`config.mk`:
```
export PLATFORM = sky130hd
export DESIGN_NAME = alu_rs
export DESIGN_NICKNAME = d
export VERILOG_FILES = /design/src/rtl/alu_rs.sv
export SDC_FILE = /design/constraint.sdc
export NUM_CORES = 2
export LEC_CHECK = 0
export CAP_MARGIN = 10
export CORE_MARGIN = 2
export CORE_UTILIZATION = 40
export DETAILED_ROUTE_END_ITERATION = 12
export GPL_TIMING_DRIVEN = 0
export HOLD_SLACK_MARGIN = 0.06
export SYNTH_ARGS = -nofsm -noshare
export SYNTH_HDL_FRONTEND = slang
export SYNTH_SLANG_ARGS = --single-unit
```
`constraint.sdc`:
```
create_clock -name clk -period 2.85 [get_ports clk]
set_input_delay 0.285 -clock clk [delete_from_list [all_inputs] [get_ports clk]]
set_output_delay 0.285 -clock clk [all_outputs]
set_load 0.05 [all_outputs]
```
`src/rtl/alu_rs.sv`:
```
// ALU reservation station: CDB-snooping entries, lowest-index ready entry issues at the next edge.
// Latency: dispatch-to-issue is one cycle for ready operands. Backpressure: RS_Full stalls dispatch, and the ALU never stalls issue.
module alu_rs #(
    parameter int RS_SIZE = 8,
    parameter int ROB_W   = 4,
    parameter int OP_W    = 6,
    parameter int DATA_W  = 32
) (
    input  logic              clk,
    input  logic              rst_n,
    input  logic              Clear,
    input  logic              Issue_S,
    input  logic [OP_W-1:0]   Issue_Op,
    input  logic [DATA_W-1:0] Issue_Vj,
    input  logic [DATA_W-1:0] Issue_Vk,
    input  logic              Issue_Qj_S,
    input  logic              Issue_Qk_S,
    input  logic [ROB_W-1:0]  Issue_Qj,
    input  logic [ROB_W-1:0]  Issue_Qk,
    input  logic [ROB_W-1:0]  Issue_Reorder,
    input  logic [DATA_W-1:0] Issue_A,
    input  logic [DATA_W-1:0] Issue_pc,
    output logic              RS_Full,
    input  logic              CDB_ALU_S,
    input  logic [ROB_W-1:0]  CDB_ALU_Reorder,
    input  logic [DATA_W-1:0] CDB_ALU_Value,
    input  logic              CDB_LSB_S,
    input  logic [ROB_W-1:0]  CDB_LSB_Reorder,
    input  logic [DATA_W-1:0] CDB_LSB_Value,
    output logic              ALU_S,
    output logic [OP_W-1:0]   Op,
    output logic [DATA_W-1:0] Vj,
    output logic [DATA_W-1:0] Vk,
    output logic [ROB_W-1:0]  Reorder,
    output logic [DATA_W-1:0] A,
    output logic [DATA_W-1:0] pc
);
    localparam int IDX_W = $clog2(RS_SIZE);

    typedef struct packed {
        logic              busy;
        logic [OP_W-1:0]   op;
        logic [DATA_W-1:0] vj;
        logic [DATA_W-1:0] vk;
        logic              qj_s;
        logic [ROB_W-1:0]  qj;
        logic              qk_s;
        logic [ROB_W-1:0]  qk;
        logic [ROB_W-1:0]  rob;
        logic [DATA_W-1:0] a;
        logic [DATA_W-1:0] pc;
    } entry_t;

    entry_t           rs_q [RS_SIZE];
    entry_t           new_ent;
    logic             free_vld;
    logic [IDX_W-1:0] free_idx;
    logic             rdy_vld;
    logic [IDX_W-1:0] rdy_idx;

    // Scanning downward leaves the lowest matching index as the winner.
    always_comb begin
        free_vld = 1'b0;
        free_idx = '0;
        rdy_vld  = 1'b0;
        rdy_idx  = '0;
        for (int i = RS_SIZE - 1; i >= 0; i--) begin
            if (!rs_q[i].busy) begin
                free_vld = 1'b1;
                free_idx = IDX_W'(i);
            end
            if (rs_q[i].busy && !rs_q[i].qj_s && !rs_q[i].qk_s) begin
                rdy_vld = 1'b1;
                rdy_idx = IDX_W'(i);
            end
        end
    end

    assign RS_Full = ~free_vld;

    // Incoming entry with same-cycle CDB bypass; the ALU bus wins a double match.
    always_comb begin
        new_ent      = '0;
        new_ent.busy = 1'b1;
        new_ent.op   = Issue_Op;
        new_ent.vj   = Issue_Vj;
        new_ent.vk   = Issue_Vk;
        new_ent.qj_s = Issue_Qj_S;
        new_ent.qj   = Issue_Qj;
        new_ent.qk_s = Issue_Qk_S;
        new_ent.qk   = Issue_Qk;
        new_ent.rob  = Issue_Reorder;
        new_ent.a    = Issue_A;
        new_ent.pc   = Issue_pc;
        if (Issue_Qj_S) begin
            if (CDB_ALU_S && CDB_ALU_Reorder == Issue_Qj) begin
                new_ent.vj   = CDB_ALU_Value;
                new_ent.qj_s = 1'b0;
            end else if (CDB_LSB_S && CDB_LSB_Reorder == Issue_Qj) begin
                new_ent.vj   = CDB_LSB_Value;
                new_ent.qj_s = 1'b0;
            end
        end
        if (Issue_Qk_S) begin
            if (CDB_ALU_S && CDB_ALU_Reorder == Issue_Qk) begin
                new_ent.vk   = CDB_ALU_Value;
                new_ent.qk_s = 1'b0;
            end else if (CDB_LSB_S && CDB_LSB_Reorder == Issue_Qk) begin
                new_ent.vk   = CDB_LSB_Value;
                new_ent.qk_s = 1'b0;
            end
        end
    end

    always_ff @(posedge clk or negedge rst_n) begin
        if (!rst_n) begin
            for (int i = 0; i < RS_SIZE; i++) rs_q[i] <= '0;
            ALU_S   <= 1'b0;
            Op      <= '0;
            Vj      <= '0;
            Vk      <= '0;
            Reorder <= '0;
            A       <= '0;
            pc      <= '0;
        end else if (Clear) begin
            for (int i = 0; i < RS_SIZE; i++) rs_q[i].busy <= 1'b0;
            ALU_S <= 1'b0;
        end else begin
            for (int i = 0; i < RS_SIZE; i++) begin
                if (rs_q[i].busy && rs_q[i].qj_s) begin
                    if (CDB_ALU_S && CDB_ALU_Reorder == rs_q[i].qj) begin
                        rs_q[i].vj   <= CDB_ALU_Value;
                        rs_q[i].qj_s <= 1'b0;
                    end else if (CDB_LSB_S && CDB_LSB_Reorder == rs_q[i].qj) begin
                        rs_q[i].vj   <= CDB_LSB_Value;
                        rs_q[i].qj_s <= 1'b0;
                    end
                end
                if (rs_q[i].busy && rs_q[i].qk_s) begin
                    if (CDB_ALU_S && CDB_ALU_Reorder == rs_q[i].qk) begin
                        rs_q[i].vk   <= CDB_ALU_Value;
                        rs_q[i].qk_s <= 1'b0;
                    end else if (CDB_LSB_S && CDB_LSB_Reorder == rs_q[i].qk) begin
                        rs_q[i].vk   <= CDB_LSB_Value;
                        rs_q[i].qk_s <= 1'b0;
                    end
                end
            end
            // free_idx is never busy, so it cannot collide with rdy_idx.
            if (Issue_S && free_vld) rs_q[free_idx] <= new_ent;
            if (rdy_vld) begin
                rs_q[rdy_idx].busy <= 1'b0;
                ALU_S   <= 1'b1;
                Op      <= rs_q[rdy_idx].op;
                Vj      <= rs_q[rdy_idx].vj;
                Vk      <= rs_q[rdy_idx].vk;
                Reorder <= rs_q[rdy_idx].rob;
                A       <= rs_q[rdy_idx].a;
                pc      <= rs_q[rdy_idx].pc;
            end else begin
                ALU_S <= 1'b0;
            end
        end
    end
endmodule
```
== Word-level counts from Yosys, hierarchy flattened ==
Cells that the tools add are included.
Widths: inputs -> output; s select.
Storage, ports and cells
  output and inout port bits: 140
  input bits: 226
  bits in registers: 1331
  word-level logic and storage cells: 421
Operators by class
  bitwise logic cells: 4
  magnitude comparators: 4
  mux-type cells: 194
  reductions and logical operators: 88
  equal/unequal tests: 36
Operators by type and width (number)
  $mux 1192: 3
  $bwmux 1192: 2
  $mux 32: 70
  $demux 149 s3: 2
  $bmux 149 s3: 1
  $mux 149: 2
  $mux 148: 2
  $eq 4x4->1: 36
  $mux 1: 96
  $logic_and 1x1->1: 71
  $mux 3: 16
  $logic_not 1->1: 16
  $ge 4x4->1 const B: 2
  $lt 4x1->1 const B: 2
  $not 3->4: 2
  $not 1->1: 2
  $reduce_and 2->1: 1

== Depth between registers and ports, before layout ==
  depth after elaboration: 19
  gate-level depth with buffers: 11

== Worst setup path after synthesis ==
Ideal clock, no wire load.
  path kind: register to register
  from: reg rs_q[221] in the netlist's numbering
  to: reg A[10]
  data required time: 2.722 ns
  cell stages (with the launch flop): 10
  clock period less this slack: 2.226 ns
  setup slack: 0.624 ns
  arrival time: 2.098 ns
  cells stage by stage: dfrtp_1 or3b_1 a211oi_1 nor2_1 and2_1 buf_2 buf_6 buf_2 a221oi_1 o21bai_1
Between the ends
  cells in the longest elaborated chain, start to end: 13
  elaborated cells on any way between the ends: 21
RTL lines
  start: declaration: line 54  | entry_t rs_q [RS_SIZE];
  start signal: indexed assignment: line 150  | if (Issue_S && free_vld) rs_q[free_idx] <= new_ent;
  $logic_not 1->1 *: line 72  | if (rs_q[i].busy && !rs_q[i].qj_s && !rs_q[i].qk_s) begin
  $logic_and 1x1->1 *: line 72
  $mux 3 (7 in a row): line 72
  $not 3->4 (implied by the code): line 158  | A <= rs_q[rdy_idx].a;
  $bmux 149 s3: line 158
  $mux 148 (2 in a row)
  end signal: assignment: line 158
  end: declaration: line 35  | output logic [DATA_W-1:0] A,
Mark *: on every way between the ends. The rest lies on a longest branch, timed or not. The select of a mux whose other input is x is not followed.
A chain may end at the register's enable or synchronous reset.

== Final worst setup path ==
  from: reg rs_q[226] in the netlist's numbering
  to: reg Vk[29]
Between the ends
  cells in the longest elaborated chain, start to end: 14
  elaborated cells on any way between the ends: 22
RTL lines
  $logic_not 1->1 *: line 72
  $logic_and 1x1->1 * (2 in a row): line 72
  $mux 3 (7 in a row): line 72
  $not 3->4 (implied by the code): line 156  | Vk <= rs_q[rdy_idx].vk;
  $bmux 149 s3: line 156
  $mux 148 (2 in a row)
  end signal: assignment: line 156
  end: declaration: line 33  | output logic [DATA_W-1:0] Vk,
Marks and branches as above.

==> reports/qor.yml <==
outcome:
  outcome: "complete, but fails checks"
  violations: "negative setup slack"
power_and_ir_drop:
  total_power_mw: 62.1
  p_clk_share_pct: 36.0
  swShare_pct: 36.0
  internal_power_mw: 39.7
  share_comb_of_total_power_pct: 24.9
  p_seq_share_pct: 39.2
  leakagePower_nw: 38.3
  power.switching_mw: 22.3
  max-vdd-ir-drop_mv: 0.572
  cellPowerDensity_nw_per_um2: 721
sta:
  fmax_mhz: 329
  worst_slack_ns: -0.186
  fin_crit_ns: 3.04
  worst-slew-pin-transition_ns: 1.46
  period_share_pct: 107
  hold-worst-slack_ns: 0.0981
  rsz0062_at_grt: "yes"
  timing.slew.headroom_pct: 2.96
  hold_viol_final: 0
  drv_slew: 0
  fin_tns_setup_ns: -6.56
  worst_clock_skew_ns: 0.0458
  setup_viol: 175
logic_synthesis:
  syn_area_um2: 70700
  synth_cell_types: 83
  synth-seq-cells: 1331
  yosysWarnings: 0
  ys.flop_type: "dfrtp_1"
  syn_inst: 7689
  synth-seq-area-share_pct: 47.1
  synth_area_per_cell_um2: 9.19
  synthArstFlopShare_pct: 100
  synth_edf_count: 0
  synth_nets: 7915
setup_path:
  critPathMaxStageDelay_ns: 0.48
  crit_arrival_ns: 3.76
  cp_slowest_cell: "dfrtp_1"
  path_buf_inv: 2
  cp_top_family: "compound AO/OA/AOI/OAI gates"
  cp.required_ns: 3.58
  worstPathCellList: "nor3b_4 > o211ai_4 > a31oi_4 > buf_4 > buf_6 > mux2i_2 > o22ai_1 > o21bai_1"
  critPathKind: "reg2reg"
  endpoint_kind: "flip-flop"
  critical_path.max_fanout: 10
  start_kind: "flip-flop"
global_routing:
  grt_max_degree: 159
  antenna_found_initial: 54
  grt_usage_pct: 52.0
  grt_pass1_wl_um: 634000
  grt_pass1_vias: 71242
  overflow: 0
placement:
  io_buffer_count: 316
  gp_congestion: 1.07
  dp_cells: 10397
  place_ws_ns: -2.11
  detailed_place_hpwl_um: 344000
  dpl_cell_area_um2: 77800
clocking:
  cts.sinks: 1331
  numCtsBuffers: 162
  clock_latency_ns: 0.88
  htree_num_levels: 4
  clockRootBuffer: "clkbuf_16"
  path_clk_slew_ns: 0.06
  clockBufferDepth: 3
  cts_tree: "done"
job:
  maxCapViolCount: 0
routing:
  drc_errors: 0
  viasPerCell: 6.97
  dr.first_iter.drc_count: 12626
  wl_per_cell_um: 44.3
  antenna_left: 0
  wl_um: 479000
  vias: 75328
  drtPass1Iterations: 7
die:
  rows: 154
  design.portCount: 366
  dieHeight_um: 424
  coreArea_um2: 176000
  die-area_um2: 180000
  start_util_pct: 40.2
  die_w_um: 424
hold_path:
  hold_class: "in2reg"
cells_and_area:
  drive_gt1_share_pct: 16.0
  syn2layout_area_growth_pct: 21.8
  num-fill-cells: 16742
  final_cell_area_um2: 86100
  fin_util_pct: 48.9
  nets: 8519
  fin_cells: 10811
## logic make-up (layout without fill, tap and decap cells)
group | Yosys count | after routing | synth area share (%)
AND/OR/NAND/NOR | 2956 | 2956 | 17.8
AO/OA/AOI/OAI | 1907 | 1907 | 20.7
flip-flops | 1331 | 1331 | 47.1
buffers and inverters | 866 | 1595 | 5.27
multiplexers | 485 | 485 | 7.34
XOR/XNOR | 144 | 144 | 1.78
other | 0 | 53 | 0
## cells in the mapped netlist (36+ instances only)
cell type | instances | share of area [%]
and3_1 | 103 | 0.91
a221oi_2 | 59 | 1.3
a31oi_1 | 142 | 1.3
mux2_2 | 235 | 3.7
a21oi_1 | 303 | 2.1
xnor2_1 | 76 | 0.94
dfrtp_1 | 1331 | 47
a211oi_1 | 73 | 0.78
o221ai_1 | 267 | 3.3
a221o_1 | 109 | 1.5
o21bai_1 | 43 | 0.46
nand2_1 | 1794 | 9.5
buf_1 | 36 | 0.19
clkbuf_1 | 534 | 2.8
o211ai_1 | 96 | 1.0
o21ai_0 | 205 | 1.5
inv_1 | 58 | 0.31
buf_4 | 42 | 0.45
o22ai_1 | 139 | 1.2
o21ai_1 | 36 | 0.25
a22oi_1 | 61 | 0.65
a221oi_1 | 173 | 2.1
nand3_1 | 407 | 2.9
mux2i_1 | 243 | 3.4
buf_2 | 154 | 1.1
nor3_1 | 196 | 1.4
nor2_1 | 340 | 1.8
xor2_1 | 68 | 0.84
## worst register-to-register path, cell delays in order, from the launching register on
cell	delay [ns]
dfrtp_1	0.48
nor3b_4	0.39
o211ai_4	0.17
a31oi_4	0.32
buf_4	0.36
buf_6	0.42
mux2i_2	0.43
o22ai_1	0.14
o21bai_1	0.17
## cells in the final DEF (no fill, tap or decap), drive strengths merged, types with 21 or more instances in the layout
master	count
nor3	200
dfrtp	1331
o21ai	243
o21bai	43
clkdlybuf4s50	313
o32a	29
mux2	242
a31oi	143
a21oi	308
buf	375
clkbuf	752
a22oi	61
a21o	30
nand2	1797
o22ai	139
diode	53
nor2	343
o221ai	267
o21a	21
a211oi	74
a221o	109
mux2i	243
and3	103
o211ai	97
clkinv	59
inv	63
nand3	407
xnor2	76
a221oi	260
or3	21
xor2	68
and2	24
## final cells by class
class	count	area [µm²]	area share, %
multi-input cells	5492	34400	39.9
flip-flops and latches	1331	33300	38.7
repair buffers	452	5040	5.86
clock buffers	238	4850	5.64
plain buffers	771	4370	5.07
well taps	2340	2930	3.40
clock inverters	51	747	0.868
inverters	83	318	0.369
diodes	53	133	0.154
## power groups by stage
stage / sequential [mW] / clock, mW / combinational (mW)
5_1_grt: 24.4 / 22.9 / 15.9
4_1_cts: 24.1 / 22.2 / 14.9
3_3_place_gp: 24.5 / 0 / 14.2
3_5_place_dp: 24.4 / 0 / 14.6
2_1_floorplan: 26.2 / 0 / 5.71
6_report: 24.3 / 22.3 / 15.4
## repair_timing
| item | 4_1_cts | 5_1_grt |
|---|---|---|
| pin swaps | 17 | 13 |
| hold buffers | 13 | 1 |
| resized for setup | 464 | 238 |
| buffers inserted | 37 | 22 |
| endpoints found under the setup margin | 1290 | 823 |
| endpoints found under the hold margin | 435 | 1 |
| cloned | 0 | 1 |
## path summary, 6_finish.rpt
check	start	to	slack [ns]	depth (start not counted)
worst max register to register	rs_q[226]	Vk[29]	-0.19	8
worst min register to register	flip-flop	flip-flop	0.47	2
min in group asynchronous	rst_n	asynchronous set/reset pin	0.51	3
worst max-delay path	rs_q[226]	Vk[29]	-0.19	8
max in group asynchronous	rst_n	rs_q[1166]	0.38	5
worst min-delay path	CDB_LSB_Value[22]	rs_q[994]	0.1	3
## metal layers
metal / track usage [%] / vias up / wire (µm)
met5: 0 / - / 185
met3: 20.7 / 2075 / 61800
met4: 48.5 / 26 / 53100
met1: 61.3 / 37648 / 170000
li1: - / 29037 / -
met2: 71.6 / 6542 / 193000
(Power assumes the default switching activity.)
